--- config.mk ---
export PLATFORM = sky130hd
export DESIGN_NAME = mem_ls_responder
export DESIGN_NICKNAME = d
export VERILOG_FILES = /design/src/rtl/ls_pkg.sv /design/src/rtl/ls_lane_unit.sv /design/src/rtl/mem_ls_responder.sv
export SDC_FILE = /design/constraint.sdc
export NUM_CORES = 1
export LEC_CHECK = 0
export CAP_MARGIN = 15
export CORE_MARGIN = 2
export CORE_UTILIZATION = 52
export CTS_CLUSTER_SIZE = 14
export DETAILED_ROUTE_END_ITERATION = 10
export PLACE_DENSITY = 0.91
export SYNTH_ARGS = -nofsm -noshare
export SYNTH_HDL_FRONTEND = slang
export SYNTH_HIERARCHICAL = 1
export SYNTH_SLANG_ARGS = --single-unit
--- constraint.sdc ---
create_clock -name clock -period 7 [get_ports clock]
set_clock_uncertainty 0.2 [all_clocks]
set_input_delay 1.4 -clock clock [delete_from_list [all_inputs] [get_ports clock]]
set_output_delay 1.4 -clock clock [all_outputs]
set_load 0.01 [all_outputs]
--- src/rtl/ls_pkg.sv ---
`default_nettype none
// +------------------------------------------------------------------+
// | Module  : ls_pkg                                                 |
// | Brief   : Shared types and constants for the load/store responder|
// | Rev     : 1.0                                                    |
// +------------------------------------------------------------------+
package ls_pkg;

  typedef enum logic [1:0] {
    SZ_NONE = 2'b00,
    SZ_BYTE = 2'b01,
    SZ_HALF = 2'b10,
    SZ_WORD = 2'b11
  } ls_size_e;

  typedef enum logic [2:0] {
    S_IDLE  = 3'd0,
    S_READ  = 3'd1,
    S_WAIT  = 3'd2,
    S_WRITE = 3'd3,
    S_RESP  = 3'd4
  } ls_state_e;

  localparam int c_mem_latency_min = 1;
  localparam int c_mem_latency_max = 7;
  localparam int c_lat_cnt_w       = 3;

  // Illegal size, or an offset that does not fall on the natural boundary.
  function automatic logic ls_access_err(input logic [1:0] size, input logic [1:0] off);
    logic err;
    case (size)
      SZ_BYTE: err = 1'b0;
      SZ_HALF: err = off[0];
      SZ_WORD: err = (off != 2'b00);
      default: err = 1'b1;
    endcase
    return err;
  endfunction

endpackage
`default_nettype wire

--- src/rtl/ls_lane_unit.sv ---
`default_nettype none
// +------------------------------------------------------------------+
// | Module  : ls_lane_unit                                           |
// | Brief   : Little-endian lane merge (stores) and extract (loads)  |
// | Rev     : 1.0                                                    |
// +------------------------------------------------------------------+
module ls_lane_unit
  import ls_pkg::*;
(
  input  logic [31:0] i_word,
  input  logic [1:0]  i_offset,
  input  ls_size_e    i_size,
  input  logic [31:0] i_wdata,
  input  logic        i_sign_ext,
  output logic [31:0] o_merged,
  output logic [31:0] o_extracted
);

  logic [7:0]  w_byte;
  logic [15:0] w_half;

  assign w_byte = i_word[{i_offset, 3'b000} +: 8];
  assign w_half = i_word[{i_offset[1], 4'b0000} +: 16];

  always_comb begin
    o_merged    = i_word;
    o_extracted = i_word;
    case (i_size)
      SZ_BYTE: begin
        o_merged[{i_offset, 3'b000} +: 8] = i_wdata[7:0];
        o_extracted = {{24{i_sign_ext & w_byte[7]}}, w_byte};
      end
      SZ_HALF: begin
        o_merged[{i_offset[1], 4'b0000} +: 16] = i_wdata[15:0];
        o_extracted = {{16{i_sign_ext & w_half[15]}}, w_half};
      end
      SZ_WORD: o_merged = i_wdata;
      default: ;
    endcase
  end

endmodule
`default_nettype wire

--- src/rtl/mem_ls_responder.sv ---
`default_nettype none
// +------------------------------------------------------------------+
// | Module  : mem_ls_responder                                       |
// | Brief   : Sub-word load/store responder with RMW over word memory|
// | Rev     : 1.0                                                    |
// +------------------------------------------------------------------+
module mem_ls_responder
  import ls_pkg::*;
#(
  parameter int MEM_LATENCY = 1
) (
  input  logic        clock,
  input  logic        reset,
  input  logic        req_valid,
  output logic        req_ready,
  input  logic        req_write,
  input  logic [1:0]  req_size,
  input  logic        req_signed,
  input  logic [31:0] req_addr,
  input  logic [31:0] req_wdata,
  output logic        resp_valid,
  output logic        resp_err,
  output logic [31:0] resp_rdata,
  output logic [31:0] mem_addr,
  output logic        mem_rd,
  output logic        mem_wr,
  output logic [31:0] mem_wdata,
  input  logic [31:0] mem_rdata
);

  localparam int c_lat = (MEM_LATENCY < c_mem_latency_min) ? c_mem_latency_min :
                         (MEM_LATENCY > c_mem_latency_max) ? c_mem_latency_max : MEM_LATENCY;
  localparam logic [c_lat_cnt_w-1:0] c_wait_last = c_lat_cnt_w'(c_lat - 1);

  ls_state_e               r_state, w_next;
  logic                    r_write, r_signed;
  ls_size_e                r_size;
  logic [1:0]              r_off;
  logic [15:0]             r_wdata;
  logic [c_lat_cnt_w-1:0]  r_cnt;
  logic                    r_mem_rd, r_mem_wr, r_resp_valid, r_resp_err;
  logic [31:0]             r_mem_addr, r_mem_wdata, r_resp_rdata;

  logic        w_accept, w_req_err, w_wait_done;
  logic [31:0] w_merged, w_extracted;

  assign req_ready   = (r_state == S_IDLE);
  assign w_accept    = req_valid & req_ready;
  assign w_req_err   = ls_access_err(req_size, req_addr[1:0]);
  assign w_wait_done = (r_state == S_WAIT) && (r_cnt == c_wait_last);

  ls_lane_unit u_lane (
    .i_word      (mem_rdata),
    .i_offset    (r_off),
    .i_size      (r_size),
    .i_wdata     ({16'h0000, r_wdata}),
    .i_sign_ext  (r_signed),
    .o_merged    (w_merged),
    .o_extracted (w_extracted)
  );

  always_ff @(posedge clock or negedge reset) begin
    if (!reset) r_state <= S_IDLE;
    else        r_state <= w_next;
  end

  always_comb begin
    w_next = r_state;
    case (r_state)
      S_IDLE: begin
        if (w_accept) begin
          if (w_req_err)                              w_next = S_RESP;
          else if (req_write && (req_size == SZ_WORD)) w_next = S_WRITE;
          else                                        w_next = S_READ;
        end
      end
      S_READ:  w_next = S_WAIT;
      S_WAIT:  if (w_wait_done) w_next = r_write ? S_WRITE : S_RESP;
      S_WRITE: w_next = S_RESP;
      S_RESP:  w_next = S_IDLE;
      default: w_next = S_IDLE;
    endcase
  end

  // Strobes are registered off the next state so the memory sees clean, glitch-free pulses.
  always_ff @(posedge clock or negedge reset) begin
    if (!reset) begin
      r_write      <= 1'b0;
      r_signed     <= 1'b0;
      r_size       <= SZ_NONE;
      r_off        <= 2'b00;
      r_wdata      <= 16'h0000;
      r_cnt        <= '0;
      r_mem_rd     <= 1'b0;
      r_mem_wr     <= 1'b0;
      r_resp_valid <= 1'b0;
      r_resp_err   <= 1'b0;
      r_mem_addr   <= 32'h0;
      r_mem_wdata  <= 32'h0;
      r_resp_rdata <= 32'h0;
    end else begin
      r_mem_rd     <= (w_next == S_READ);
      r_mem_wr     <= (w_next == S_WRITE);
      r_resp_valid <= (w_next == S_RESP);
      // Only the error path jumps from IDLE straight to RESP.
      r_resp_err   <= (w_next == S_RESP) && (r_state == S_IDLE);
      r_cnt        <= (r_state == S_WAIT) ? r_cnt + 1'b1 : '0;

      if (w_accept) begin
        r_write    <= req_write;
        r_signed   <= req_signed;
        r_size     <= ls_size_e'(req_size);
        r_off      <= req_addr[1:0];
        r_wdata    <= req_wdata[15:0];
        r_mem_addr <= {req_addr[31:2], 2'b00};
        if (w_next == S_WRITE) r_mem_wdata <= req_wdata;
      end

      if (w_wait_done) begin
        if (r_write) r_mem_wdata  <= w_merged;
        else         r_resp_rdata <= w_extracted;
      end
    end
  end

  assign resp_valid = r_resp_valid;
  assign resp_err   = r_resp_err;
  assign resp_rdata = r_resp_rdata;
  assign mem_addr   = r_mem_addr;
  assign mem_rd     = r_mem_rd;
  assign mem_wr     = r_mem_wr;
  assign mem_wdata  = r_mem_wdata;

endmodule
`default_nettype wire
==> impl_metrics.xml <==
<?xml version="1.0" encoding="UTF-8"?>
<metrics>
  <group name="outcome">
    <metric name="status" unit="">complete, no violations</metric>
  </group>
  <group name="setup_path">
    <metric name="critical_path.slowest_cell" unit="">clkdlybuf4s50_1</metric>
    <metric name="critical_path.cell_chain" unit="">nor3_1 -&gt; clkdlybuf4s50_1</metric>
    <metric name="cp_max_fo" unit="">11</metric>
    <metric name="worst_ep_arrival_time" unit="ns">1.80</metric>
    <metric name="crit_path_start" unit="">r_state[1]</metric>
    <metric name="endpoint" unit="">req_ready</metric>
    <metric name="worst_setup_path_end_kind" unit="">primary output</metric>
    <metric name="start_kind" unit="">flop</metric>
    <metric name="cp_data_required_time" unit="ns">5.40</metric>
    <metric name="path_class" unit="">flop to primary output</metric>
    <metric name="critical_path.max_stage_delay" unit="ns">0.59</metric>
    <metric name="r2r_slack" unit="ns">4.23</metric>
    <metric name="worst_reg2reg_startpoint" unit="">r_off[1]</metric>
    <metric name="r2r-end" unit="">mem_wdata[6]</metric>
    <metric name="rr_worst_depth" unit="">8</metric>
  </group>
  <group name="floorplan">
    <metric name="top_level_ports" unit="">204</metric>
    <metric name="die_x" unit="um">120.5</metric>
    <metric name="floorplan.die_area" unit="um2">14530</metric>
    <metric name="initial_core_util" unit="%">53.32</metric>
    <metric name="coreArea" unit="um2">13240</metric>
    <metric name="fp.dieH" unit="um">120.5</metric>
    <metric name="num_rows" unit="">42</metric>
  </group>
  <group name="logic_synthesis">
    <metric name="cell_area_after_technology_mapping" unit="um2">7061</metric>
    <metric name="yosysTopAreaCellShare" unit="%">44.66</metric>
    <metric name="netlist_top_cells_area" unit="">dfrtp_1 45%, nand2_1 13%, mux2_2 5.7%</metric>
    <metric name="mapped_cells" unit="">803</metric>
    <metric name="ys.warnings.count" unit="">6</metric>
    <metric name="synth_sequential_area_ratio" unit="%">44.66</metric>
    <metric name="netlist_top_cells_count" unit="">251 x nand2_1, 126 x dfrtp_1, 64 x nor2_1, 37 x a31oi_1, 36 x mux2_2</metric>
    <metric name="synth.ff_latch_count" unit="">126</metric>
    <metric name="yosysTopAreaCell" unit="">dfrtp_1</metric>
    <metric name="synth.most_common_cell" unit="">nand2_1</metric>
    <metric name="synth_async_sr_flop_share" unit="%">100.0</metric>
    <metric name="synth-edff-count" unit="">0</metric>
    <metric name="synth_ff_type" unit="">dfrtp_1</metric>
    <metric name="synth_cell_type_count" unit="">60</metric>
    <metric name="syn_avg_cell_area" unit="um2">8.793</metric>
  </group>
  <group name="layout">
    <metric name="layout-drive-gt1-share" unit="%">10.34</metric>
    <metric name="final-seq-area" unit="um2">3153</metric>
    <metric name="flow.area_growth_from_synthesis" unit="%">37.94</metric>
    <metric name="instances_no_fill" unit="">1182</metric>
    <metric name="n_fill_cell" unit="">979</metric>
    <metric name="number_of_antenna_diodes" unit="">0</metric>
    <metric name="fin_util" unit="%">73.55</metric>
    <metric name="multi_input_area" unit="um2">3540</metric>
    <metric name="final_nets" unit="">1108</metric>
  </group>
  <group name="global_routing">
    <metric name="gr-total-overflow" unit="">0</metric>
    <metric name="pin_count_of_the_biggest_net_entering_global_routing" unit="">85</metric>
    <metric name="grt_pass1_wl" unit="um">34470</metric>
    <metric name="grt_antenna_before_repair" unit="">0</metric>
    <metric name="grt.total_usage" unit="%">30.28</metric>
    <metric name="via_count_of_the_first_global_routing_pass" unit="">6648</metric>
  </group>
  <group name="job">
    <metric name="drv.max_cap_violation_count" unit="">0</metric>
  </group>
  <group name="clock_tree">
    <metric name="tritoncts" unit="">yes</metric>
    <metric name="cts_hold_buffers" unit="">0</metric>
    <metric name="worstSkewPairLatency" unit="ns">0.42</metric>
    <metric name="h-tree-depth" unit="">4</metric>
    <metric name="clock_path_buffers" unit="">2</metric>
    <metric name="root_buffer" unit="">clkbuf_16</metric>
    <metric name="clock_sinks" unit="">126</metric>
    <metric name="clkTransAtPathRegs" unit="ns">0.05</metric>
    <metric name="ctsResizeCount" unit="">0</metric>
    <metric name="number_of_post_cts_setup_repair_buffers" unit="">0</metric>
    <metric name="cts_made_buffers" unit="">17</metric>
  </group>
  <group name="sta">
    <metric name="timing.slew.headroom" unit="%">44.90</metric>
    <metric name="fin_worst_hold_slack" unit="ns">0.2706</metric>
    <metric name="fin_tns_setup" unit="ns">0</metric>
    <metric name="final_min_period_over_clock_period" unit="%">48.58</metric>
    <metric name="worst_pin_slew" unit="ns">0.8234</metric>
    <metric name="final_number_of_hold_violating_endpoints" unit="">0</metric>
    <metric name="fin_crit" unit="ns">3.400</metric>
    <metric name="timing.final.setup_violations" unit="">0</metric>
    <metric name="max_clock_freq" unit="GHz">0.2941</metric>
    <metric name="maxSlewViolCount" unit="">0</metric>
    <metric name="rsz0062_at_grt" unit="">false</metric>
  </group>
  <group name="place">
    <metric name="place.gp.congestion" unit="">0.9242</metric>
    <metric name="total_instance_count_after_detailed_placement" unit="">1147</metric>
    <metric name="place.port_buffers" unit="">201</metric>
    <metric name="dp_hpwl" unit="um">15380</metric>
  </group>
  <group name="drt">
    <metric name="num_vias" unit="">6811</metric>
    <metric name="post-route-drc-count" unit="">0</metric>
    <metric name="final_antenna_violating_net_count" unit="">0</metric>
    <metric name="vias_per_cell" unit="">5.762</metric>
    <metric name="detail_route.first_pass.iterations" unit="">6</metric>
    <metric name="drt_wl_total" unit="um">21640</metric>
    <metric name="detail_route.iter0.violations" unit="">721</metric>
    <metric name="detail_route.wl_per_cell" unit="um">18.31</metric>
  </group>
  <group name="pwr">
    <metric name="powerDensity" unit="nW/um2">464.6</metric>
    <metric name="p_leak" unit="nW">4.434</metric>
    <metric name="max-vdd-ir-drop" unit="mV">0.2960</metric>
  </group>
  <group name="worst_hold_path">
    <metric name="timing.hold.worst.start" unit="">r_cnt[0]</metric>
    <metric name="worst_hold_path_type" unit="">flop to flop</metric>
  </group>
</metrics>
## metal layers
| layer | up-vias | track usage [%] | wire length [um] |
|---|---|---|---|
| met5 | - | 0 | 0 |
| met2 | 420 | 47.60 | 9968 |
| li1 | 3147 | - | - |
| met4 | 0 | 12.86 | 775 |
| met1 | 3180 | 39.01 | 8516 |
| met3 | 64 | 9.009 | 2378 |
## metrics by stage
stage | total power [mW] | cell area, um2 | worst slack (ns)
after global placement | 3.577 | 9102 | 2.316
after floorplan | 2.707 | 7124 | 4.175
after global routing | 4.804 | 9739 | 3.511
after detailed placement | 3.639 | 9102 | 2.117
final | 4.525 | 9739 | 3.600
after CTS | 4.506 | 9661 | 2.406
## cell type report
cell class	instances	area share (%)
Multi-Input combinational cell	605	36.34
Sequential cell	126	32.37
Timing Repair Buffer	214	22.14
Clock buffer	23	4.805
Tap cell	176	2.261
Inverter	30	1.156
Clock inverter	8	0.9250
## report_power, final
| part | internal [mW] | switching (mW) | total (mW) | leakage (nW) |
|---|---|---|---|---|
| logic | 1.13 | 1.17 | 2.30 | 2.62 |
| registers | 1.08 | 0.303 | 1.38 | 1.54 |
| clock network | 0.536 | 0.306 | 0.842 | 0.280 |
## placed cells by master, fill, tap and decap left out, drive strengths merged, types with 3 or more instances in the layout
master,n
o2bb2ai,4
a21oi,15
nand2,251
buf,13
inv,30
and2,4
mux2,36
clkinv,6
ha,11
dfrtp,126
a22oi,16
conb,18
clkdlybuf4s50,200
mux2i,6
o21a,5
clkbuf,24
nor2b,12
a222oi,13
a221o,15
and3,3
o22ai,4
a22o,23
a211oi,4
o21ai,30
nand2b,5
a311oi,3
a31oi,37
nor2,64
nor3,4
## worst min path at each step
stage	end	slack [ns]	cells after the start
3_5_place_dp	mem_addr[6]	0.27	2
5_1_grt	mem_addr[30]	0.29	2
2_1_floorplan	r_cnt[0]	0.23	1
4_1_cts	r_cnt[0]	0.28	1
3_3_place_gp	r_cnt[0]	0.24	1
6_report	r_cnt[0]	0.27	1
## flip-flops by register name (all words and copies together), names as in the netlist, 2 cells and up
register and count:
r_off 2, mem_wdata 32, r_wdata 16, r_size 2
resp_rdata 32, r_state 3, mem_addr 30, r_cnt 3
## logic make-up (layout without fill, tap and decap cells)
logic type,Yosys count,count (layout),synth area share [%]
AOI/OAI and AO/OA,178,178,19.25
xor gates and xnor gates,1,1,0.1241
adders and majority gates,11,11,1.949
buffers and inverters,89,275,6.114
DFF,126,126,44.66
muxes,42,42,6.592
other,1,18,0.05311
and+or+nand+nor,355,355,21.27
## worst max-delay path, delay by kind of cell (launching register included)
| family | cells | cell delay (ns) |
|---|---|---|
| buf+inv | 1 | 0.59 |
| flops | 1 | 0.51 |
| simple gates | 1 | 0.29 |
No activity file was read; power rests on OpenSTA's default activity.
